===== config.mk =====
export PLATFORM = sky130hd
export DESIGN_NAME = key_conditioner
export DESIGN_NICKNAME = d
export VERILOG_FILES = /design/src/rtl/key_conditioner.sv
export SDC_FILE = /design/constraint.sdc
export NUM_CORES = 1
export LEC_CHECK = 0
export ABC_AREA = 1
export CELL_PAD_IN_SITES_DETAIL_PLACEMENT = 0
export CELL_PAD_IN_SITES_GLOBAL_PLACEMENT = 1
export CORE_ASPECT_RATIO = 0.9
export CORE_MARGIN = 1
export CORE_UTILIZATION = 30
export DETAILED_ROUTE_END_ITERATION = 7
export PLACE_DENSITY_LB_ADDON = 0.1
export SLEW_MARGIN = 10
export SYNTH_ARGS = -nofsm -noshare
export SYNTH_HDL_FRONTEND = slang
export SYNTH_SLANG_ARGS = --single-unit

===== constraint.sdc =====
create_clock -name clk -period 6.1 [get_ports clk]
set_clock_uncertainty 0.2 [all_clocks]
set_input_delay 0.915 -clock clk [delete_from_list [all_inputs] [get_ports clk]]
set_output_delay 0.915 -clock clk [all_outputs]
set_load 0.01 [all_outputs]

===== src/rtl/key_conditioner.sv =====
// Four-key pushbutton conditioner: synchronises each raw key, debounces it and
// produces a clean level plus one-cycle press/release pulses with optional auto-repeat.
module key_conditioner #(
  parameter int DEB_CYCLES  = 500000,
  parameter int HOLD_CYCLES = 25000000,
  parameter int RPT_CYCLES  = 7500000
) (
  input  logic       clk,
  input  logic       rst,
  input  logic [3:0] key_n,
  input  logic [3:0] rpt_en,
  output logic [3:0] key_level,
  output logic [3:0] key_press,
  output logic [3:0] key_release,
  output logic       key_any
);

  localparam int MAX_AB  = (DEB_CYCLES > HOLD_CYCLES) ? DEB_CYCLES : HOLD_CYCLES;
  localparam int MAX_CYC = (MAX_AB > RPT_CYCLES) ? MAX_AB : RPT_CYCLES;
  localparam int CW      = $clog2(MAX_CYC + 1);

  // The cycle that moves into PRESS_WAIT/RELEASE_WAIT already counts towards
  // the debounce window, hence the -2 on the terminal count.
  localparam logic [CW-1:0] DEB_LAST  = CW'(DEB_CYCLES - 2);
  localparam logic [CW-1:0] HOLD_LAST = CW'(HOLD_CYCLES - 1);
  localparam logic [CW-1:0] RPT_LAST  = CW'(RPT_CYCLES - 1);
  localparam logic [CW-1:0] CNT_ONE   = CW'(1);

  typedef enum logic [2:0] {
    IDLE,
    PRESS_WAIT,
    HELD,
    REPEAT,
    RELEASE_WAIT
  } state_t;

  logic [3:0] sync_a;
  logic [3:0] sync_b;
  logic [3:0] s;

  // Synchroniser flops reset to the released level so no phantom press follows reset.
  always_ff @(posedge clk or negedge rst) begin
    if (!rst) begin
      sync_a <= '1;
      sync_b <= '1;
    end else begin
      sync_a <= key_n;
      sync_b <= sync_a;
    end
  end

  assign s = ~sync_b;

  for (genvar i = 0; i < 4; i++) begin : g_key
    state_t        state;
    state_t        state_nxt;
    logic [CW-1:0] deb_cnt;
    logic [CW-1:0] deb_nxt;
    logic [CW-1:0] hr_cnt;
    logic [CW-1:0] hr_nxt;
    logic          level_q;
    logic          press_q;
    logic          release_q;
    logic          level_nxt;
    logic          press_nxt;
    logic          release_nxt;

    always_ff @(posedge clk or negedge rst) begin
      if (!rst) begin
        state     <= IDLE;
        deb_cnt   <= '0;
        hr_cnt    <= '0;
        level_q   <= 1'b0;
        press_q   <= 1'b0;
        release_q <= 1'b0;
      end else begin
        state     <= state_nxt;
        deb_cnt   <= deb_nxt;
        hr_cnt    <= hr_nxt;
        level_q   <= level_nxt;
        press_q   <= press_nxt;
        release_q <= release_nxt;
      end
    end

    // hr_cnt is the hold timer in HELD and the repeat-period timer in REPEAT.
    always_comb begin
      state_nxt = state;
      deb_nxt   = deb_cnt;
      hr_nxt    = hr_cnt;
      case (state)
        IDLE: begin
          if (s[i]) begin
            state_nxt = PRESS_WAIT;
            deb_nxt   = '0;
          end
        end
        PRESS_WAIT: begin
          if (!s[i]) begin
            state_nxt = IDLE;
          end else if (deb_cnt == DEB_LAST) begin
            state_nxt = HELD;
            hr_nxt    = '0;
          end else begin
            deb_nxt = deb_cnt + CNT_ONE;
          end
        end
        HELD: begin
          if (!s[i]) begin
            state_nxt = RELEASE_WAIT;
            deb_nxt   = '0;
          end else if (rpt_en[i] && (hr_cnt == HOLD_LAST)) begin
            state_nxt = REPEAT;
            hr_nxt    = '0;
          end else if (hr_cnt != HOLD_LAST) begin
            hr_nxt = hr_cnt + CNT_ONE;
          end
        end
        REPEAT: begin
          if (!s[i]) begin
            state_nxt = RELEASE_WAIT;
            deb_nxt   = '0;
          end else if (!rpt_en[i]) begin
            state_nxt = HELD;
            hr_nxt    = HOLD_LAST;
          end else if (hr_cnt == RPT_LAST) begin
            hr_nxt = '0;
          end else begin
            hr_nxt = hr_cnt + CNT_ONE;
          end
        end
        RELEASE_WAIT: begin
          if (s[i]) begin
            state_nxt = HELD;
            hr_nxt    = '0;
          end else if (deb_cnt == DEB_LAST) begin
            state_nxt = IDLE;
          end else begin
            deb_nxt = deb_cnt + CNT_ONE;
          end
        end
        default: begin
          state_nxt = IDLE;
        end
      endcase
    end

    always_comb begin
      level_nxt   = (state_nxt == HELD) || (state_nxt == REPEAT) ||
                    (state_nxt == RELEASE_WAIT);
      press_nxt   = ((state == PRESS_WAIT) && (state_nxt == HELD)) ||
                    ((state == HELD) && (state_nxt == REPEAT)) ||
                    ((state == REPEAT) && s[i] && rpt_en[i] && (hr_cnt == RPT_LAST));
      release_nxt = (state == RELEASE_WAIT) && (state_nxt == IDLE);
    end

    assign key_level[i]   = level_q;
    assign key_press[i]   = press_q;
    assign key_release[i] = release_q;
  end

  assign key_any = |key_level;

endmodule

==> results of run 1 <==
-- worst max path at each step --
stage	startpoint	end	slack, ns	cells after the start
floorplan	rpt_en[0]	g_key[0].hr_cnt[12]	3.78	7
global placement	rpt_en[0]	g_key[0].hr_cnt[11]	2.21	7
detailed placement	rpt_en[0]	g_key[0].hr_cnt[11]	2.11	7
CTS	g_key[1].state[0]	g_key[1].deb_cnt[16]	2.61	7
global route	g_key[1].state[0]	g_key[1].deb_cnt[13]	2.25	7
finish	rpt_en[0]	g_key[0].hr_cnt[11]	2.59	7
-- cells by family after synthesis --
group | share of synthesized area
DFF | 0.347
and+or+nand+nor | 0.398
adders and majority gates | 0.00897
xor gates and xnor gates | 0.0460
buffers and inverters | 0.0939
AOI/OAI and AO/OA | 0.105
-- metrics by stage --
step	setup slack, ns	std cells	instance area [um2]	power [W]
final	2.59	3255	18600	0.00598
after global routing	2.25	3255	18600	0.00641
after CTS	2.61	3255	18600	0.00610
after detailed placement	2.11	3194	17500	0.00398
after global placement	2.21	3194	17500	0.00398
after floorplan	3.78	2532	16700	0.00349
-- placed cells by master, fill, tap and decap left out, types with 7 or more instances in the layout --
cell type / Yosys / layout
nand2_1: 704 / 704
nor2_1: 357 / 357
inv_1: 285 / 285
dfrtp_1: 224 / 224
nand3_1: 197 / 197
o21ai_0: 98 / 98
nor3_1: 86 / 86
nand4_1: 83 / 83
xor2_1: 77 / 77
o21ai_1: 71 / 71
a21oi_1: 56 / 56
clkbuf_16: 0 / 37
inv_2: 23 / 23
clkdlybuf4s50_1: 0 / 21
o31ai_1: 18 / 18
nand2_2: 14 / 14
nand3b_1: 14 / 14
a211oi_1: 12 / 12
ha_1: 12 / 12
nor2_2: 11 / 11
xnor2_1: 11 / 11
a21boi_1: 10 / 10
clkbuf_1: 8 / 10
nor2_4: 9 / 9
nor4_1: 8 / 8
dfstp_2: 8 / 8
a21boi_0: 7 / 7
-- layout make-up --
type                       count  area share
timing repair buffer          24      0.0136
clock buffer                  53      0.0562
multi-input combinational   1925       0.503
inverter                     308      0.0621
tap                          705      0.0474
clock inverter                 8     0.00498
sequential                   232       0.313
-- sequential cells by signal, summed over array words and instances (netlist names) --
register / count
g_key.release_q: 4
g_key.hr_cnt: 100
sync_a: 4
g_key.deb_cnt: 100
g_key.state: 12
g_key.press_q: 4
sync_b: 4
g_key.level_q: 4
-- power breakdown --
group	switching, W	internal (W)
combinational	0.00138	0.000503
sequential	0.000292	0.00176
clock	0.000781	0.00126
-- critical path, stage by stage --
cell	delay, ns
clkdlybuf4s50_1	1.01
inv_1	0.39
nand4_1	0.22
nand3_2	0.39
inv_2	0.56
o21ai_0	0.17
o21ai_1	0.10
-- layer usage --
metal,vias to the layer above,GRT usage,wire length (um)
met1,7479,0.269,26300
met5,-,0,0
li1,8216,-,-
met2,286,0.288,22400
met4,0,0.0537,1160
met3,68,0.0235,1960
==> impl_metrics.csv, run 1 <==
group,metric,value,unit
die,die_area,56800,um2
cells_and_area,regArea,5820,um2
hold_path,worstHoldStart,"sync_a[1]",
sta,grt_setup_unrepaired,"no",
sta,finalHoldViolations,0,
setup_path,r2r_slack,2.74,ns
synthesis,syn_avg_cell_area,6.61,um2
setup_path,crit_path_end_kind,"flop",
placement,hpwl,37400,um
synthesis,synth.top_cell.area_share,0.335,
clock_tree,clk_pin_slew,0.05,ns
pwr,power_density,321,nW/um2
setup_path,reg2regPathDepth,7,
sta,finalSetupViolations,0,
grt,grt_use_total,0.186,
sta,fmax,285,MHz
drt,num_vias,16049,
die,placementRows,81,
synthesis,synthTopCellsByArea,"dfrtp_1, nand2_1, nor2_1",
pwr,peakVddDrop,0.000172,V
die,initial_core_util,0.306,
setup_path,r2r_end,"g_key[1].deb_cnt[13]",
die,die_h,226,um
drt,viasPerCell,4.93,
sta,finalCriticalPeriod,3.51,ns
clock_tree,clock_latency,0.54,ns
synthesis,synthFlopType,"dfrtp_1",
die,pin_count,23,
cells_and_area,drive_above_1_share,0.0592,
sta,tns,0,ns
synthesis,synth.ff_latch_count,232,
drt,drc,0,
grt,grt_max_degree,136,
clock_tree,htree_levels,2,
setup_path,crit_type,"in -> reg",
synthesis,synth_fp_nets,2554,
cells_and_area,fill_cells,6059,
placement,port_buffers,22,
clock_tree,clock_sinks,232,
synthesis,synth_edf_count,0,
clock_tree,cts_tree,"yes",
die,die_w,251,um
hold_path,min_path_type,"reg -> reg",
synthesis,async_reset_ff_frac,1.00,
synthesis,synth.top_cells.by_count,"nand2_1, nor2_1, inv_1",
die,core-area,54700,um2
grt,grt.overflow.total,0,
setup_path,start_kind,"input pin",
sta,post-route-period-util,0.575,
hold_path,hold_depth,0,
setup_path,worstPathRequired,6.36,ns
drt,wl,51800,um
status,status,"complete, no violations",
setup_path,critPathMaxFanout,30,
cells_and_area,nets,2547,
sta,worstMarginPinSlew,0.928,ns
cells_and_area,antenna_cells,0,
clock_tree,cts.path.max_buffers,3,
sta,drv_slew,0,
synthesis,synth.most_common_cell,"nand2_1",
synthesis,ys_warn_count,0,
synthesis,ys_seq_area_frac,0.347,
cells_and_area,area_delta_synth_final,11.1,%
synthesis,yosysTopAreaCell,"dfrtp_1",
grt,antenna_found_initial,0,
clock_tree,postCtsResizedCells,0,
setup_path,r2r_start,"g_key[1].state[0]",
drt,firstDrtPassIters,5,
grt,grt_pass1_vias,15584,
synthesis,netlist_area,16700,um2
clock_tree,post-cts-setup-buffers,0,
placement,gp_congestion,0.858,
cells_and_area,postLayoutCoreUtil,0.340,
drt,drt-initial-drc-count,1242,
setup_path,cp_data_arrival_time,3.77,ns
drt,wl_per_cell,15.9,um
drt,ant_nets,0,
hold_path,whs_endpoint,"sync_b[1]",
sta,hold_ws,0.154,ns
clock_tree,numCtsBuffers,34,
run,drv_cap,0,
synthesis,ys_types,58,
pwr,p_leak,7.86,nW
cells_and_area,multi_input_area,9360,um2
synthesis,syn_inst,2532,
grt,grt_pass1_wl,85300,um
sta,slew_headroom,0.376,
clock_tree,cts-root-buf,"clkbuf_16",
clock_tree,ctsHoldBuffers,0,
No activity file was read; power rests on OpenSTA's default activity.
==> inputs of run 2 (changes only) <==
Clock period 6.1 ns to 2.9 ns, I/O delays scaled along.
==> run 2 against run 1 <==
Compared with the run above:
- flip-flop and latch count did not move
- final area rose by 1.3%
- wire length rose by 2.6%
- sequential power rose by 110%
- worst hold slack got worse by 0.090 ns
- register-to-register slack got worse by 2.4 ns
- first-iteration DRC count fell by 7.1%
- critical endpoint is now key_any
==> impl_metrics.csv, run 2 (same netlist as run 1, synthesis figures left out) <==
group,metric,value,unit
drt,num_vias,16332,
setup_path,reg2regPathDepth,11,
sta,post-route-period-util,0.908,
grt,grt_max_degree,70,
grt,antenna_found_initial,2,
pwr,peakVddDrop,0.000457,V
hold_path,whs_endpoint,"sync_a[3]",
clock_tree,cts.path.max_buffers,3,
setup_path,critPathBufInv,1,
setup_path,r2r_slack,0.35,ns
setup_path,start_kind,"flop",
cells_and_area,antenna_cells,0,
die,core-area,54700,um2
clock_tree,cts-root-buf,"clkbuf_16",
cells_and_area,nets,2575,
sta,fmax,380,MHz
sta,grt_setup_unrepaired,"no",
drt,firstDrtPassIters,5,
cells_and_area,layout_common_cells,"nand2_1, nor2_1, inv_1",
pwr,p_leak,8.01,nW
die,die_h,226,um
drt,viasPerCell,4.98,
clock_tree,clock_sinks,232,
cells_and_area,final_area,18800,um2
cells_and_area,postLayoutCoreUtil,0.344,
grt,grt.overflow.total,0,
pwr,power_density,675,nW/um2
setup_path,slowest_delay,0.52,ns
sta,tns,0,ns
status,status,"complete, no violations",
hold_path,worstHoldStart,"key_n[3]",
cells_and_area,drive_above_1_share,0.0710,
run,drv_cap,0,
die,placementRows,81,
sta,finalCriticalPeriod,2.63,ns
cells_and_area,area_delta_synth_final,12.5,%
placement,port_buffers,22,
setup_path,cp_data_arrival_time,2.00,ns
sta,drv_slew,0,
placement,gp_congestion,0.889,
clock_tree,numCtsBuffers,31,
clock_tree,htree_levels,1,
clock_tree,ctsHoldBuffers,1,
die,pin_count,23,
sta,finalSetupViolations,0,
cells_and_area,fill_cells,6017,
cells_and_area,largestRegisters,"g_key.deb_cnt x100, g_key.hr_cnt x100, g_key.state x12",
clock_tree,cts_tree,"yes",
hold_path,min_path_type,"in -> reg",
sta,slew_headroom,0.430,
setup_path,critPathMaxFanout,2,
clock_tree,clock_latency,0.58,ns
die,initial_core_util,0.306,
die,die_area,56800,um2
sta,worstMarginPinSlew,0.849,ns
grt,grt_pass1_vias,16078,
clock_tree,postCtsResizedCells,0,
setup_path,crit_cells,2,
setup_path,crit_path_end_kind,"output port",
die,die_w,251,um
drt,wl_per_cell,16.2,um
sta,hold_ws,0.0641,ns
placement,placed_cell_area,17700,um2
drt,drt-initial-drc-count,1154,
drt,ant_nets,0,
cells_and_area,layout_commonest_cell,"nand2_1",
setup_path,crit_type,"reg -> out",
setup_path,cp_slowest_cell,"or4_1",
setup_path,r2r_start,"g_key[3].hr_cnt[0]",
sta,finalHoldViolations,0,
clock_tree,post-cts-setup-buffers,0,
clock_tree,clk_pin_slew,0.06,ns
setup_path,r2r_end,"g_key[3].hr_cnt[5]",
hold_path,hold_depth,1,
grt,grt_pass1_wl,87900,um
setup_path,path_delay_family,"simple AND/OR/NAND/NOR gates",
grt,grt_use_total,0.191,
setup_path,crit_path_cell_trace,"or4_1, clkdlybuf4s50_1",
drt,wl,53200,um
drt,drc,0,
setup_path,worstPathRequired,2.27,ns
placement,hpwl,39400,um
## run 2: cell types whose count changed in the layout (fill, tap and decap cells not counted)
cell	delta
buf_4	+28
clkbuf_1	-7
clkbuf_16	-6
bufinv_16	+4
buf_12	+2
clkinvlp_4	+2
clkbuf_8	+1
clkinv_4	+1
dlygate4sd3_1	+1
## run 2: worst max-delay path by stage
stage / from / slack [ns] / to
floorplan: g_key[1].deb_cnt[0] / 0.86 / g_key[1].hr_cnt[12]
global placement: g_key[3].hr_cnt[0] / 0.30 / g_key[3].hr_cnt[5]
detailed placement: g_key[3].hr_cnt[0] / 0.35 / g_key[3].hr_cnt[5]
CTS: g_key[1].level_q / 0.22 / key_any
global route: g_key[1].hr_cnt[0] / 0.05 / g_key[1].hr_cnt[14]
finish: g_key[1].level_q / 0.27 / key_any
## run 2: through the flow
stage | std cells | power, W | setup WS, ns
finish | 3281 | 0.0127 | 0.267
global route | 3281 | 0.0136 | 0.0517
floorplan | 2532 | 0.00733 | 0.859
CTS | 3281 | 0.0129 | 0.217
detailed placement | 3224 | 0.00855 | 0.353
global placement | 3224 | 0.00855 | 0.300
## run 2: metal layers
layer | up-vias | routed length [um] | global-route usage
met2 | 322 | 22800 | 0.299
met3 | 60 | 2280 | 0.0286
met4 | 2 | 1090 | 0.0409
li1 | 8255 | - | -
met5 | - | 7 | 0
met1 | 7693 | 27000 | 0.277
## run 2: area by class of cell
class | count | area [um2] | share of cell area
multi-input combinational | 1925 | 9360 | 0.497
tap | 705 | 882 | 0.0468
inverter | 308 | 1160 | 0.0614
clock inverter | 15 | 236 | 0.0125
timing repair buffer | 55 | 513 | 0.0272
sequential | 232 | 5820 | 0.309
clock buffer | 41 | 883 | 0.0469
## run 2: worst register-to-register path: stages (launching register included)
cell and delay [ns]:
dfrtp_1 0.46, ha_1 0.32, nand2_1 0.13, nor2_4 0.18, nand4_1 0.10, nor2_1 0.17
nand3_1 0.17, nand3_4 0.20, inv_2 0.22, nand2_1 0.12, nand2_1 0.05, and2_1 0.13
## run 2: power by group
part / switching [W] / leakage, nW / internal (W)
Sequential: 0.000607 / 3.09 / 0.00369
Clock: 0.00159 / 0.545 / 0.00266
Combinational: 0.00298 / 4.37 / 0.00118
Total: 0.00518 / 8.01 / 0.00753
==> inputs of run 3 (changes only) <==
Settings changed: ABC_CLOCK_PERIOD_IN_PS from default to 2900.
==> results of run 3 <==
Final layout, timing and power as in run 2 (identical DEF).
